File: src/rtl/div_pkg.sv
// Shared types and helpers for the iterative restoring divider.
package div_pkg;

  typedef enum logic [2:0] {
    IDLE,
    PREP,
    CALC,
    FIX,
    DONE
  } div_state_e;

  // Number of CALC cycles needed to retire all quotient bits.
  function automatic int calc_cycles(input int width, input int bits_per_cycle);
    return width / bits_per_cycle;
  endfunction

endpackage

File: src/rtl/div_step.sv
// One restoring division step: shift {rem, quo} left, trial-subtract the divisor.
module div_step #(
  parameter int WIDTH = 32
) (
  input  logic [WIDTH-1:0] rem_i,
  input  logic [WIDTH-1:0] quo_i,
  input  logic [WIDTH-1:0] y_i,
  output logic [WIDTH-1:0] rem_o,
  output logic [WIDTH-1:0] quo_o
);

  logic [WIDTH:0] shifted;
  logic [WIDTH:0] diff;
  logic           fits;

  // The shifted window can exceed WIDTH bits, so compare one bit wider;
  // the borrow out of the wide subtract is the "does not fit" flag.
  assign shifted = {rem_i, quo_i[WIDTH-1]};
  assign diff    = shifted - {1'b0, y_i};
  assign fits    = ~diff[WIDTH];

  assign rem_o = fits ? diff[WIDTH-1:0] : shifted[WIDTH-1:0];
  assign quo_o = {quo_i[WIDTH-2:0], fits};

endmodule

File: src/rtl/div_iter.sv
// Iterative signed/unsigned divider retiring BITS_PER_CYCLE quotient bits per cycle.
module div_iter
  import div_pkg::*;
#(
  parameter int WIDTH          = 32,
  parameter int BITS_PER_CYCLE = 1
) (
  input  logic             clk,
  input  logic             rst,
  input  logic             flush,
  input  logic             in_valid,
  output logic             in_ready,
  input  logic [WIDTH-1:0] in_x,
  input  logic [WIDTH-1:0] in_y,
  input  logic             in_signed,
  output logic             out_valid,
  input  logic             out_ready,
  output logic [WIDTH-1:0] out_quo,
  output logic [WIDTH-1:0] out_rem,
  output logic             out_dbz,
  output logic             busy
);

  localparam int NCYC  = calc_cycles(WIDTH, BITS_PER_CYCLE);
  localparam int CNT_W = $clog2(NCYC + 1);

  if (WIDTH < 4 || (WIDTH % 2) != 0 ||
      !(BITS_PER_CYCLE == 1 || BITS_PER_CYCLE == 2 || BITS_PER_CYCLE == 4) ||
      (WIDTH % BITS_PER_CYCLE) != 0) begin : g_param_check
    $fatal(1, "div_iter: illegal WIDTH/BITS_PER_CYCLE combination");
  end

  div_state_e       state_q, state_d;
  logic [CNT_W-1:0] cnt_q, cnt_d;
  logic [WIDTH-1:0] x_q, x_d;
  logic [WIDTH-1:0] y_q, y_d;
  logic [WIDTH-1:0] rem_q, rem_d;
  logic [WIDTH-1:0] quo_q, quo_d;
  logic             signed_q, signed_d;
  logic             xneg_q, xneg_d;
  logic             qneg_q, qneg_d;
  logic             dbz_q, dbz_d;
  logic [WIDTH-1:0] res_quo_q, res_quo_d;
  logic [WIDTH-1:0] res_rem_q, res_rem_d;
  logic             res_dbz_q, res_dbz_d;

  logic             x_neg, y_neg;
  logic [WIDTH-1:0] x_mag, y_mag;
  logic [WIDTH-1:0] rem_chain [BITS_PER_CYCLE+1];
  logic [WIDTH-1:0] quo_chain [BITS_PER_CYCLE+1];

  assign x_neg = signed_q & x_q[WIDTH-1];
  assign y_neg = signed_q & y_q[WIDTH-1];
  assign x_mag = x_neg ? -x_q : x_q;
  assign y_mag = y_neg ? -y_q : y_q;

  // During CALC y_q holds |y|, so the chain divides magnitudes only.
  assign rem_chain[0] = rem_q;
  assign quo_chain[0] = quo_q;
  for (genvar i = 0; i < BITS_PER_CYCLE; i++) begin : g_step
    div_step #(.WIDTH(WIDTH)) u_step (
      .rem_i (rem_chain[i]),
      .quo_i (quo_chain[i]),
      .y_i   (y_q),
      .rem_o (rem_chain[i+1]),
      .quo_o (quo_chain[i+1])
    );
  end

  always_comb begin
    state_d   = state_q;
    cnt_d     = cnt_q;
    x_d       = x_q;
    y_d       = y_q;
    rem_d     = rem_q;
    quo_d     = quo_q;
    signed_d  = signed_q;
    xneg_d    = xneg_q;
    qneg_d    = qneg_q;
    dbz_d     = dbz_q;
    res_quo_d = res_quo_q;
    res_rem_d = res_rem_q;
    res_dbz_d = res_dbz_q;

    case (state_q)
      IDLE: begin
        if (in_valid) begin
          x_d      = in_x;
          y_d      = in_y;
          signed_d = in_signed;
          state_d  = PREP;
        end
      end
      PREP: begin
        xneg_d = x_neg;
        qneg_d = x_neg ^ y_neg;
        y_d    = y_mag;
        if (y_q == '0) begin
          quo_d   = '1;
          rem_d   = x_q;
          dbz_d   = 1'b1;
          state_d = FIX;
        end else if (x_mag < y_mag) begin
          quo_d   = '0;
          rem_d   = x_mag;
          dbz_d   = 1'b0;
          state_d = FIX;
        end else begin
          quo_d   = x_mag;
          rem_d   = '0;
          dbz_d   = 1'b0;
          cnt_d   = CNT_W'(NCYC);
          state_d = CALC;
        end
      end
      CALC: begin
        rem_d = rem_chain[BITS_PER_CYCLE];
        quo_d = quo_chain[BITS_PER_CYCLE];
        cnt_d = cnt_q - 1'b1;
        if (cnt_q == CNT_W'(1)) begin
          state_d = FIX;
        end
      end
      FIX: begin
        // Divide-by-zero results pass through uncorrected.
        res_quo_d = (signed_q && !dbz_q && qneg_q) ? -quo_q : quo_q;
        res_rem_d = (signed_q && !dbz_q && xneg_q) ? -rem_q : rem_q;
        res_dbz_d = dbz_q;
        state_d   = DONE;
      end
      DONE: begin
        if (out_ready) begin
          state_d = IDLE;
        end
      end
      default: state_d = IDLE;
    endcase

    if (flush) begin
      state_d = IDLE;
    end
  end

  always_ff @(posedge clk or posedge rst) begin
    if (rst) begin
      state_q   <= IDLE;
      cnt_q     <= '0;
      x_q       <= '0;
      y_q       <= '0;
      rem_q     <= '0;
      quo_q     <= '0;
      signed_q  <= 1'b0;
      xneg_q    <= 1'b0;
      qneg_q    <= 1'b0;
      dbz_q     <= 1'b0;
      res_quo_q <= '0;
      res_rem_q <= '0;
      res_dbz_q <= 1'b0;
    end else begin
      state_q   <= state_d;
      cnt_q     <= cnt_d;
      x_q       <= x_d;
      y_q       <= y_d;
      rem_q     <= rem_d;
      quo_q     <= quo_d;
      signed_q  <= signed_d;
      xneg_q    <= xneg_d;
      qneg_q    <= qneg_d;
      dbz_q     <= dbz_d;
      res_quo_q <= res_quo_d;
      res_rem_q <= res_rem_d;
      res_dbz_q <= res_dbz_d;
    end
  end

  assign in_ready  = (state_q == IDLE);
  assign out_valid = (state_q == DONE);
  assign busy      = (state_q != IDLE);
  assign out_quo   = res_quo_q;
  assign out_rem   = res_rem_q;
  assign out_dbz   = res_dbz_q;

endmodule
File: config.mk
export PLATFORM = sky130hd
export DESIGN_NAME = div_iter
export DESIGN_NICKNAME = d
export VERILOG_FILES = /design/src/rtl/div_pkg.sv /design/src/rtl/div_step.sv /design/src/rtl/div_iter.sv
export SDC_FILE = /design/constraint.sdc
export NUM_CORES = 1
export LEC_CHECK = 0
export ABC_CLOCK_PERIOD_IN_PS = 20200
export BUFFER_PORTS_ARGS = -buffer_cell sky130_fd_sc_hd__buf_2
export CORE_MARGIN = 10
export CORE_UTILIZATION = 62
export CTS_CLUSTER_DIAMETER = 50
export DETAILED_ROUTE_END_ITERATION = 10
export HOLD_SLACK_MARGIN = 0.15
export PLACE_DENSITY = 0.85
export SYNTH_ARGS = -nofsm -noshare
export SYNTH_HDL_FRONTEND = slang
export SYNTH_SLANG_ARGS = --single-unit
File: constraint.sdc
create_clock -name clk -period 20.2 [get_ports clk]
set_clock_uncertainty 0.2 [all_clocks]
set_input_delay 4.04 -clock clk [delete_from_list [all_inputs] [get_ports clk]]
set_output_delay 4.04 -clock clk [all_outputs]
set_load 0.005 [all_outputs]
==> run_results.csv <==
group,metric,value,unit
clock_network,cts_resized,0,
timing,holdWs,0.271,ns
run,maxCapViolCount,0,
min_path,hold_path.class,"flop to flop",
critical_path,path_cells,"nor3_1 > buf_2",
final_layout,fill_cells,1756,
timing,tightest_slew,1.01,ns
logic_synthesis,synth_edf_count,0,
clock_network,hold_buffers,0,
floorplanning,initial_utilization,0.630,
pwr,p_per_area,216,nW/um^2
floorplanning,pin_count,138,
logic_synthesis,ys_seq_elements,206,
drt,drc,0,
final_layout,final_nets,1864,
floorplanning,coreArea,21900,um^2
global_routing,grt_max_degree,138,
pwr,p_total,3.34,mW
global_routing,overflow,0,
pwr,p_leak,7.15,nW
clock_network,cts_tree,"yes",
place,port_buffers,137,
logic_synthesis,synth_warnings,0,
clock_network,post-cts-setup-buffers,0,
critical_path,reg2reg_slack,14.79,ns
global_routing,grt_pass1_wl,67.4,mm
logic_synthesis,postSynthAreaPerCell,8.40,um^2
critical_path,crit_path_max_incr_delay,0.76,ns
critical_path,cp.depth,2,
critical_path,crit_family,"simple AND/OR/NAND/NOR gates",
timing,finalCritPeriodShare,0.310,
timing,max_freq,160,MHz
logic_synthesis,yosysSeqAreaShare,0.374,
critical_path,r2r_end,"quo_q[29]",
drt,vias,12900,
critical_path,r2r_start,"x_q[10]",
global_routing,grt_usage,0.290,
clock_network,cts_buffer_depth,3,
drt,wl_per_cell,21.2,um
logic_synthesis,yosys-top-cells-area,"dfrtp_1 37%, o21ai_0 6.9%, ha_1 6.3%",
logic_synthesis,synth_top_area_cell,"dfrtp_1",
critical_path,slowest_stage,"nor3_1",
logic_synthesis,synth_cell_types,72,
place,place_congestion,1.04,
critical_path,critPathCaptureType,"output pin",
min_path,min_path_cells,2,
logic_synthesis,netlist_instances,1643,
final_layout,drive_gt1_frac,0.129,
clock_network,clock-sinks,206,
timing,fin_setup_tns,0,ns
timing,rsz0062_at_grt,"no",
drt,routed_via_density,6.37,
drt,wl,42.8,mm
clock_network,path_clk_slew,0.06,ns
timing,period_needed,6.26,ns
min_path,hold_start,"out_rem[18]",
floorplanning,die_y,169,um
timing,setup_viol,0,
global_routing,grt_pass1_vias,12400,
floorplanning,row_count,54,
critical_path,cp-start-kind,"flop",
floorplanning,die_w,169,um
place,dp_hpwl,31.8,mm
drt,dr.pass1.iters,8,
critical_path,crit_type,"flop to output pin",
global_routing,antenna_found_initial,1,
floorplanning,dieArea,28600,um^2
critical_path,r2r_cells,17,
logic_synthesis,async_flop_share,1.00,
run_status,status,"finished clean",
timing,hold_viol,0,
critical_path,arrival,2.02,ns
critical_path,cp_max_fo,11,
final_layout,areaGrowthSynthToFinish,12.0,%
clock_network,numCtsBuffers,27,
critical_path,worstPathRequired,15.96,ns
logic_synthesis,synth_top_cell_area_share,0.374,
logic_synthesis,ys.flop_type,"dfrtp_1",
drt,ant_nets,0,
pwr,peakVddDrop,109,uV
logic_synthesis,syn_nets,1783,
timing,maxSlewViolCount,0,
clock_network,cts-root-buf,"clkbuf_16",
critical_path,critical_path_buf_inv_count,1,
clock_network,insertion_delay,0.53,ns
drt,drt_iter0_markers,1552,
clock_network,h-tree-depth,1,
logic_synthesis,syn-cell-area,13800,um^2
critical_path,endpoint,"in_ready",
timing,slew_headroom,0.326,
critical_path,critPathLaunch,"state_q[0]",
final_layout,fin_util,0.706,
==> power by group <==
group	switching (mW)	leakage [nW]	internal, mW
Combinational	1.24	4.10	0.786
Sequential	0.256	2.61	0.593
Clock	0.187	0.435	0.282
==> worst min path at each step <==
stage                              to  slack (ns)
after global placement     out_rem[4]        0.26
after floorplan                qneg_q        0.25
final                     out_rem[18]        0.27
after global routing      out_rem[23]        0.29
after detailed placement   out_quo[4]        0.26
after CTS                  out_quo[4]        0.28
==> flip-flops by register name (all words and copies together), names as in the netlist, 3 cells and up <==
| name | count |
|---|---|
| quo_q | 32 |
| rem_q | 32 |
| y_q | 32 |
| x_q | 32 |
| cnt_q | 6 |
| state_q | 3 |
| out_quo | 32 |
| out_rem | 32 |
==> cell usage in the layout, fill, tap and decap left out, drive strengths merged, types with 4 or more instances in the layout <==
cell type and instances:
clkinv 5, nand2b 18, or4 9, o31ai 16
clkbuf 36, nor4 15, a21oi 108, nor3 42
buf 149, dfrtp 206, nor2b 6, o22ai 30
nand2 226, inv 62, a31oi 23, o221ai 6
a211oi 5, nand4 11, and3 7, or3 10
nand3b 5, nor2 129, and2 11, mux2i 24
nand3 17, o41ai 12, xnor2 95, o21ai 202
o211ai 6, nor3b 4, a21o 35, a22oi 45
a221o 6, xor2 57, ha 69
==> cells in the mapped netlist (5+ instances only) <==
library cell / count
clkbuf_1: 77
nor2_1: 129
or3_1: 9
xnor2_1: 95
o31ai_1: 15
nor2b_1: 6
and2_1: 10
o221ai_1: 5
buf_2: 10
a31oi_1: 23
nand2_1: 225
nand3_1: 16
dfrtp_1: 206
a211oi_1: 5
nand2b_1: 18
nand3b_1: 5
and3_1: 7
a21o_1: 35
nand4_1: 11
inv_1: 58
buf_1: 5
o22ai_1: 30
o21ai_0: 191
nor4_1: 12
o41ai_1: 11
mux2i_1: 24
a221o_1: 6
a21oi_1: 108
nor3_1: 39
ha_1: 69
o211ai_1: 6
o21ai_1: 11
xor2_1: 57
a22oi_1: 45
or4_1: 7
==> worst min-delay path, stage by stage, from the launching register on <==
cell and delay [ns]:
dfrtp_1 0.33, nand2_1 0.04, o21ai_0 0.06
==> per-stage QoR <==
| step | instance area [um^2] | instances | setup slack [ns] |
|---|---|---|---|
| after global placement | 14600 | 1975 | 14.14 |
| after floorplan | 13800 | 1643 | 10.34 |
| after detailed placement | 14600 | 1975 | 14.07 |
| after global routing | 15400 | 2023 | 13.99 |
| final | 15400 | 2024 | 13.94 |
| after CTS | 15400 | 2023 | 14.06 |
==> kinds of logic (layout without fill, tap and decap cells) <==
logic type               count (synthesis)  after routing  share of synthesized area
multiplexers                            27             27                     0.0199
other                                    0              1                          0
AND/OR/NAND/NOR                        518            518                      0.175
buffers and inverters                  155            255                     0.0450
adder cells (fa/ha/maj)                 70             70                     0.0640
XOR/XNOR                               152            152                     0.0965
flip-flops                             206            206                      0.374
AO/OA/AOI/OAI                          515            515                      0.227
==> layer usage <==
| layer | GRT usage | vias to the layer above | part of all wire |
|---|---|---|---|
| met5 | 0 | - | 0 |
| met4 | 0.151 | 0 | 0.056 |
| met2 | 0.426 | 667 | 0.43 |
| met1 | 0.392 | 6083 | 0.41 |
| met3 | 0.0679 | 128 | 0.11 |
| li1 | - | 6021 | - |
==> cell type report <==
class,instances,area (um^2),share of cell area
multi-input cells,1282,8050,0.521
flip-flops and latches,206,5150,0.334
repair buffers,149,776,0.0502
clock buffers,36,769,0.0498
well taps,280,350,0.0227
inverters,58,225,0.0146
clock inverters,12,118,0.00761
diodes,1,2.50,0.000162
Note: power is estimated with default switching activity, not from simulation.
